**config.mk**
```make
export PLATFORM = sky130hd
export DESIGN_NAME = moore_run_detector
export DESIGN_NICKNAME = d
export VERILOG_FILES = /design/src/rtl/moore_run_detector.sv
export SDC_FILE = /design/constraint.sdc
export NUM_CORES = 1
export LEC_CHECK = 0
export BUFFER_PORTS_ARGS = -buffer_cell sky130_fd_sc_hd__buf_2
export CORE_MARGIN = 10
export CORE_UTILIZATION = 45
export CTS_BUF_LIST = sky130_fd_sc_hd__clkbuf_8
export CTS_CLUSTER_DIAMETER = 100
export CTS_CLUSTER_SIZE = 28
export DETAILED_ROUTE_END_ITERATION = 7
export PLACE_DENSITY = 0.73
export SETUP_SLACK_MARGIN = 0.5
export SYNTH_ARGS = -nofsm -noshare
export SYNTH_HDL_FRONTEND = slang
export SYNTH_SLANG_ARGS = --single-unit
```
**constraint.sdc**
```tcl
create_clock -name Clock -period 1.75 [get_ports Clock]
set_input_delay 0.0875 -clock Clock [delete_from_list [all_inputs] [get_ports Clock]]
set_output_delay 0.0875 -clock Clock [all_outputs]
set_load 0.005 [all_outputs]
```
**src/rtl/moore_run_detector.sv**
```systemverilog
// moore_run_detector: Moore-style run detector. Raises z once w has held the
// target level (ones when Mode=0, zeros when Mode=1) for RUN_LEN consecutive
// enabled samples. It also emits a one-cycle pulse on each new detection and
// keeps a saturating count of detections.
module moore_run_detector #(
    parameter  int RUN_LEN = 2,
    parameter  int CNT_W   = 8,
    localparam int RW      = $clog2(RUN_LEN + 1)
) (
    input  logic             Clock,
    input  logic             Reset,
    input  logic             En,
    input  logic             Mode,
    input  logic             Clr,
    input  logic             w,
    output logic             z,
    output logic             pulse,
    output logic [CNT_W-1:0] count,
    output logic [RW-1:0]    run
);

    localparam logic [RW-1:0]    RUN_MAX = RW'(RUN_LEN);
    localparam logic [CNT_W-1:0] CNT_MAX = '1;

    logic             mode_q;
    logic             mode_d;
    logic [RW-1:0]    run_d;
    logic             pulse_d;
    logic [CNT_W-1:0] count_d;
    logic             detect;

    // State register: synchronous reset, then load the next-state values.
    // NOTE: sequential state uses non-blocking (<=) so that every register
    // samples the values from before this edge, regardless of statement order.
    always_ff @(posedge Clock) begin
        if (Reset) begin
            run    <= '0;
            mode_q <= Mode;
            pulse  <= 1'b0;
            count  <= '0;
        end else begin
            run    <= run_d;
            mode_q <= mode_d;
            pulse  <= pulse_d;
            count  <= count_d;
        end
    end

    // Next-state logic: a mode change restarts the run, a disabled cycle holds
    // it, otherwise a matching sample extends it and a mismatch clears it.
    always_comb begin
        // NOTE: every signal assigned here gets a default first; a path that
        // left one unassigned would infer a latch.
        run_d   = run;
        mode_d  = mode_q;
        pulse_d = 1'b0;
        count_d = count;
        detect  = 1'b0;

        if (Mode != mode_q) begin
            // The sample taken on the toggle edge is discarded.
            mode_d = Mode;
            run_d  = '0;
        end else if (En) begin
            if (w == ~mode_q) begin
                run_d = (run == RUN_MAX) ? RUN_MAX : run + 1'b1;
            end else begin
                run_d = '0;
            end
        end

        // A detection fires only when the run reaches RUN_LEN from below,
        // so a sustained run does not fire again.
        detect  = (run_d == RUN_MAX) && (run != RUN_MAX);
        pulse_d = detect;

        // Clear takes priority over a detection on the same edge.
        if (Clr) begin
            count_d = '0;
        end else if (detect && (count != CNT_MAX)) begin
            count_d = count + 1'b1;
        end
    end

    // Output decode: z depends on the registered run length only.
    always_comb begin
        z = (run == RUN_MAX);
    end

endmodule

```
==> results.yml, run 1 <==
placement:
  dp.final_hpwl_mm: 1.30
  io_buffer_count: 17
  place.gp.congestion: 0.767
  dp.cells: 105
synthesis:
  syn_inst: 72
  ys_ff_latch: 12
  ys.warnings.count: 0
  syn_nets: 81
  synth_cell_type_count: 38
  synth_area_um2: 681
  syn_area_per_cell_um2: 9.45
  synth.yosys.seq_area_share: 0.368
finish:
  fill_cells: 105
  layout.cells.non_filler: 117
  drive_above_1_share: 0.441
  num_antenna_cells: 0
  final_util: 0.721
  syn2layout_area_growth_pct: 44.7
  multi_input_area_um2: 490
  nNetsFinal: 112
  regArea_um2: 251
power:
  p_int_w: 0.000483
  irDropWorstVdd_v: 0.000653
  p_seq_frac: 0.443
  finalPower_w: 0.000644
  p_comb_frac: 0.151
  switchingPower_w: 0.000161
  p_leak_nw: 0.460
  swShare: 0.250
  clkPwrFrac: 0.406
  powerDensity_nw_per_um2: 654
timing:
  fmax_mhz: 573
  period_share: 0.997
  finalHoldViolCount: 0
  tightest_slew_ps: 399
  skew_ps: 6.42
  maxSlewViolCount: 0
  max_slew_margin: 0.733
  finalCriticalPeriod_ps: 1740
  rsz0062_at_grt: "true"
  tns_ps: 0
  finalSetupViolCount: 0
worst_setup_path:
  crit_path_start_kind: "flop"
  critPathBufInv: 1
  rr_worst_depth: 6
  cp_top_family: "simple AND/OR/NAND/NOR gates"
  path_cells: "buf_4 > nor3b_4 > o211ai_4 > and2_4 > or4_1 > nand2_1"
  slowest_delay_ps: 470
  cp.arrival_ps: 1930
  end_kind: "flop"
  timing_worst_setup_path_type: "flop to flop"
  cp.required_ps: 1940
  critPathMaxFanout: 6
  critPathSlowestCell: "or4_1"
  cp.depth: 6
grt:
  antenna_found_initial: 0
  grt.overflow.total: 0
  grt_usage: 0.107
  grt_pass1_vias: 667
  grt_max_degree: 8
  grt_pass1_wl_mm: 3.11
clocking:
  htreeDepth: 1
  clock_path_buffers: 2
  cts_made_buffers: 3
  cts_hold_buf: 0
  cts.sinks: 12
  cts_tree: "built"
  root_buffer: "clkbuf_8"
  clk_latency_ps: 240
  cts.reportedPaths.clkPinSlew_ps: 60
detailed_routing:
  vias: 686
  routed_wl_mm: 1.91
  drc_errors: 0
  antenna_left: 0
  drtIter0Drc: 15
  wl_per_cell_um: 16.4
  dr.pass1.iters: 4
  vias_per_cell: 5.86
die:
  start_util: 0.498
  die_y_um: 58.9
  die_w_um: 58.9
  core-area_um2: 1370
  std_cell_rows: 13
  ios: 18
  die_area_um2: 3470
run:
  maxCapViolCount: 0
outcome:
  status: "completed"
min_path:
  hold_path_depth: 2
  hp-class: "primary input to flop"
[flip-flops by register name, indices dropped and copies added (netlist names)]
register / count
count: 8
mode_q: 1
pulse: 1
run: 2
[worst paths after layout]
path	start	endpoint	slack, ps
max	mode_q	count[5]	5
min	Reset	pulse	70
max reg2reg	mode_q	count[5]	5
min reg2reg	count[5]	count[5]	540
[cell type report]
class | count | share of cell area
Clock buffer | 3 | 0.0419
Clock inverter | 1 | 0.00381
Inverter | 3 | 0.0114
Tap cell | 15 | 0.0191
Multi-Input combinational cell | 56 | 0.498
Timing Repair Buffer | 27 | 0.170
Sequential cell | 12 | 0.255
[what timing repair did]
action / 4_1_cts / 5_1_grt
cloned: 1 / 0
pin swaps: 6 / 12
setup buffers: 3 / 4
gates resized for setup: 3 / 12
endpoints found under the setup margin: 10 / 11
[synth_stat cells (all sizes together)]
cell type,number,area share
a211oi,1,0.011
nand2,4,0.022
and4b,1,0.015
or4,1,0.011
a21oi,5,0.053
and4,1,0.013
a31oi,3,0.028
and3,3,0.028
and3b,1,0.013
xor2,1,0.013
nand3b,1,0.017
a41o,3,0.044
o211ai,2,0.029
a311oi,2,0.035
nor3b,1,0.018
buf,2,0.022
xnor2,1,0.013
dfxtp,11,0.32
nor2,5,0.028
a31o,1,0.013
or3,2,0.018
and2,2,0.018
o21ai,2,0.015
nand3,2,0.015
nor3,1,0.0073
or2b,1,0.011
edfxtp,1,0.044
inv,3,0.017
nor2b,1,0.0092
nand4,2,0.018
or2,1,0.0092
a311o,1,0.015
ha,3,0.055
[layout by cell type (no fill, tap or decap), types with 2 or more instances in the layout]
cell,instances
buf_2,17
or3_1,2
a21oi_4,2
buf_6,2
and3_1,3
nand2_1,4
a41o_1,3
nand3_1,2
ha_2,2
dfxtp_1,10
nor2_1,5
a31oi_1,3
buf_4,8
a21oi_1,2
inv_1,4
nand4_1,2
clkbuf_8,3
a21oi_2,2
[power groups by stage]
stage               Clock [W]  Sequential [W]  Combinational (W)
finish               0.000262        0.000285          0.0000972
global route         0.000273        0.000285           0.000105
CTS                  0.000259        0.000286          0.0000638
detailed placement          0        0.000291          0.0000575
global placement            0        0.000291          0.0000563
floorplan                   0        0.000291          0.0000382
[worst register-to-register path: stages, from the launching register on]
cell      delay [ps]
edfxtp_1         440
buf_4            170
nor3b_4          200
o211ai_4         140
and2_4           200
or4_1            470
nand2_1           70
[logic make-up after synthesis]
logic type	synth area share
XOR/XNOR	0.0257
AO/OA/AOI/OAI	0.243
flip-flops	0.368
AND/OR/NAND/NOR	0.270
buffers and inverters	0.0386
adder cells (fa/ha/maj)	0.0552
[metrics by stage]
stage | hold slack, ps | setup WS, ps | area, µm²
final | 68.2 | 5.19 | 985
after global routing | 77.5 | -94.7 | 985
after CTS | 53.0 | 30.1 | 887
after detailed placement | 305 | 14.0 | 793
after global placement | 311 | 59.3 | 793
after floorplan | 152 | 103 | 682
[metal layers]
metal	up-vias	global-route usage	wire [µm]
met5	-	0	0
met4	0	0.0197	11
met3	2	0.0236	92
met2	21	0.179	932
met1	326	0.136	876
li1	337	-	-
No activity file was read; power rests on OpenSTA's default activity.
==> run 2, diff against run 1 <==
--- a/config.mk
+++ b/config.mk
@@ -12,8 +12,9 @@
 export CTS_CLUSTER_DIAMETER = 100
 export CTS_CLUSTER_SIZE = 28
 export DETAILED_ROUTE_END_ITERATION = 7
-export PLACE_DENSITY = 0.73
+export PLACE_DENSITY = 0.7
 export SETUP_SLACK_MARGIN = 0.5
 export SYNTH_ARGS = -nofsm -noshare
 export SYNTH_HDL_FRONTEND = slang
 export SYNTH_SLANG_ARGS = --single-unit
+export TNS_END_PERCENT = 20
==> constraint.sdc (replaced) <==
create_clock -name Clock -period 2.2 [get_ports Clock]
set_input_delay 0.11 -clock Clock [delete_from_list [all_inputs] [get_ports Clock]]
set_output_delay 0.11 -clock Clock [all_outputs]
set_load 0.005 [all_outputs]
==> run 2 against run 1 <==
Against the previous run:
- sequential share of layout area is 2.1 points higher
- cell area shrank 6.6%
- first-iteration DRC count fell by 47%
- routed wire length is 11% lower
- hold slack gained 3.2 ps
- register-to-register slack gained 480 ps
- sequential power is 21% lower
- setup slack better by 480 ps
- utilization is 4.8 points lower
- global-route usage decreased by 0.34 points
- clock-buffer cell count is the same
- critical endpoint unchanged
==> results.yml, run 2 (same netlist as run 1, synthesis figures left out) <==
finish:
  multi_input_area_um2: 449
  syn2layout_area_growth_pct: 35.1
  layout_commonest_cell: "buf_2"
  top_register: "count"
  nNetsFinal: 108
  fill_cells: 115
  mostFrequentLayoutCells: "buf_2, dfxtp_1, buf_4"
  final_area_um2: 920
  biggestRegsByFlops: "count: 8 flops, run: 2 flops"
  largest_reg_flops: 8
  layout.cells.non_filler: 113
  num_antenna_cells: 0
  drive_above_1_share: 0.388
  regArea_um2: 254
worst_setup_path:
  crit_path_start_kind: "flop"
  path_cells: "buf_4 > nor3b_2 > o211ai_2 > and2_4 > or4_1 > nand2_1"
  critPathBufInv: 1
  timing_worst_setup_path_type: "flop to flop"
  slowest_delay_ps: 470
  cp.arrival_ps: 1900
  cp_top_family: "simple AND/OR/NAND/NOR gates"
  end_kind: "flop"
  critPathMaxFanout: 8
  r2r_slack_ps: 480
  cp.required_ps: 2380
  critPathSlowestCell: "or4_1"
detailed_routing:
  drc_errors: 0
  wl_per_cell_um: 15.1
  routed_wl_mm: 1.71
  drtIter0Drc: 8
  vias_per_cell: 5.72
  vias: 646
  antenna_left: 0
  dr.pass1.iters: 4
die:
  ios: 18
  std_cell_rows: 13
  core-area_um2: 1370
  die_area_um2: 3470
  die_w_um: 58.9
  start_util: 0.498
  die_y_um: 58.9
clocking:
  cts.reportedPaths.clkPinSlew_ps: 50
  clk_latency_ps: 240
  clock_path_buffers: 2
  cts_hold_buf: 0
  cts.sinks: 12
  cts_tree: "built"
  htreeDepth: 1
  root_buffer: "clkbuf_8"
  cts_made_buffers: 3
timing:
  period_share: 0.781
  tightest_slew_ps: 426
  finalSetupViolCount: 0
  tns_ps: 0
  maxSlewViolCount: 0
  finalCriticalPeriod_ps: 1720
  skew_ps: 2.36
  finalHoldViolCount: 0
  max_slew_margin: 0.715
  holdWs_ps: 71.4
  rsz0062_at_grt: "true"
  fmax_mhz: 582
grt:
  grt_pass1_vias: 660
  grt.overflow.total: 0
  grt_usage: 0.103
  grt_max_degree: 11
  grt_pass1_wl_mm: 2.88
  antenna_found_initial: 0
placement:
  place.gp.congestion: 0.796
  dp.cells: 102
  io_buffer_count: 17
  dpl_cell_area_um2: 769
  dp.final_hpwl_mm: 1.23
power:
  powerDensity_nw_per_um2: 538
  irDropWorstVdd_v: 0.000309
  finalPower_w: 0.000495
  p_leak_nw: 0.447
run:
  maxCapViolCount: 0
min_path:
  hp-class: "primary input to flop"
outcome:
  status: "completed"
run 2: per-layer routing:
layer / part of all wire / GRT usage / routed length [µm]
met1: 0.46 / 0.114 / 794
met2: 0.47 / 0.165 / 810
met3: 0.056 / 0.0408 / 96
met4: 0.0047 / 0.0557 / 8
met5: 0 / 0 / 0
run 2: worst paths after layout:
path | start | end | depth (start not counted)
worst min register to register | count[5] | count[5] | 2
worst max-delay path | mode_q | count[5] | 6
worst min-delay path | Reset | run[1] | 2
worst max register to register | mode_q | count[5] | 6
run 2: report_power, final:
part	total [W]	switching (W)	internal [W]
registers	0.000226	0.00000321	0.000223
logic	0.0000689	0.0000336	0.0000354
clock network	0.000200	0.0000775	0.000123
total	0.000495	0.000114	0.000381
run 2: final cells by class:
type | count | share of cell area
multi-input cells | 55 | 0.488
flip-flops and latches | 12 | 0.276
repair buffers | 24 | 0.154
clock buffers | 3 | 0.0449
well taps | 15 | 0.0204
inverters | 3 | 0.0122
clock inverters | 1 | 0.00408
run 2: through the flow:
stage / utilization / setup WS (ps)
after floorplan: - / 515
after global placement: 0.563 / 448
after detailed placement: 0.563 / 399
after CTS: 0.636 / 486
after global routing: 0.673 / 377
final: 0.673 / 483
run 2: worst register-to-register path, cell delays in order, from the launching register on:
cell and delay, ps:
edfxtp_1 450, buf_4 170, nor3b_2 170, o211ai_2 130, and2_4 180, or4_1 470, nand2_1 80
run 2: repair_timing:
| item | CTS | global route |
|---|---|---|
| pin swaps | 10 | 5 |
| buffers inserted | 4 | 3 |
| gates resized for setup | 6 | 5 |
| endpoints found under the setup margin | 8 | 8 |
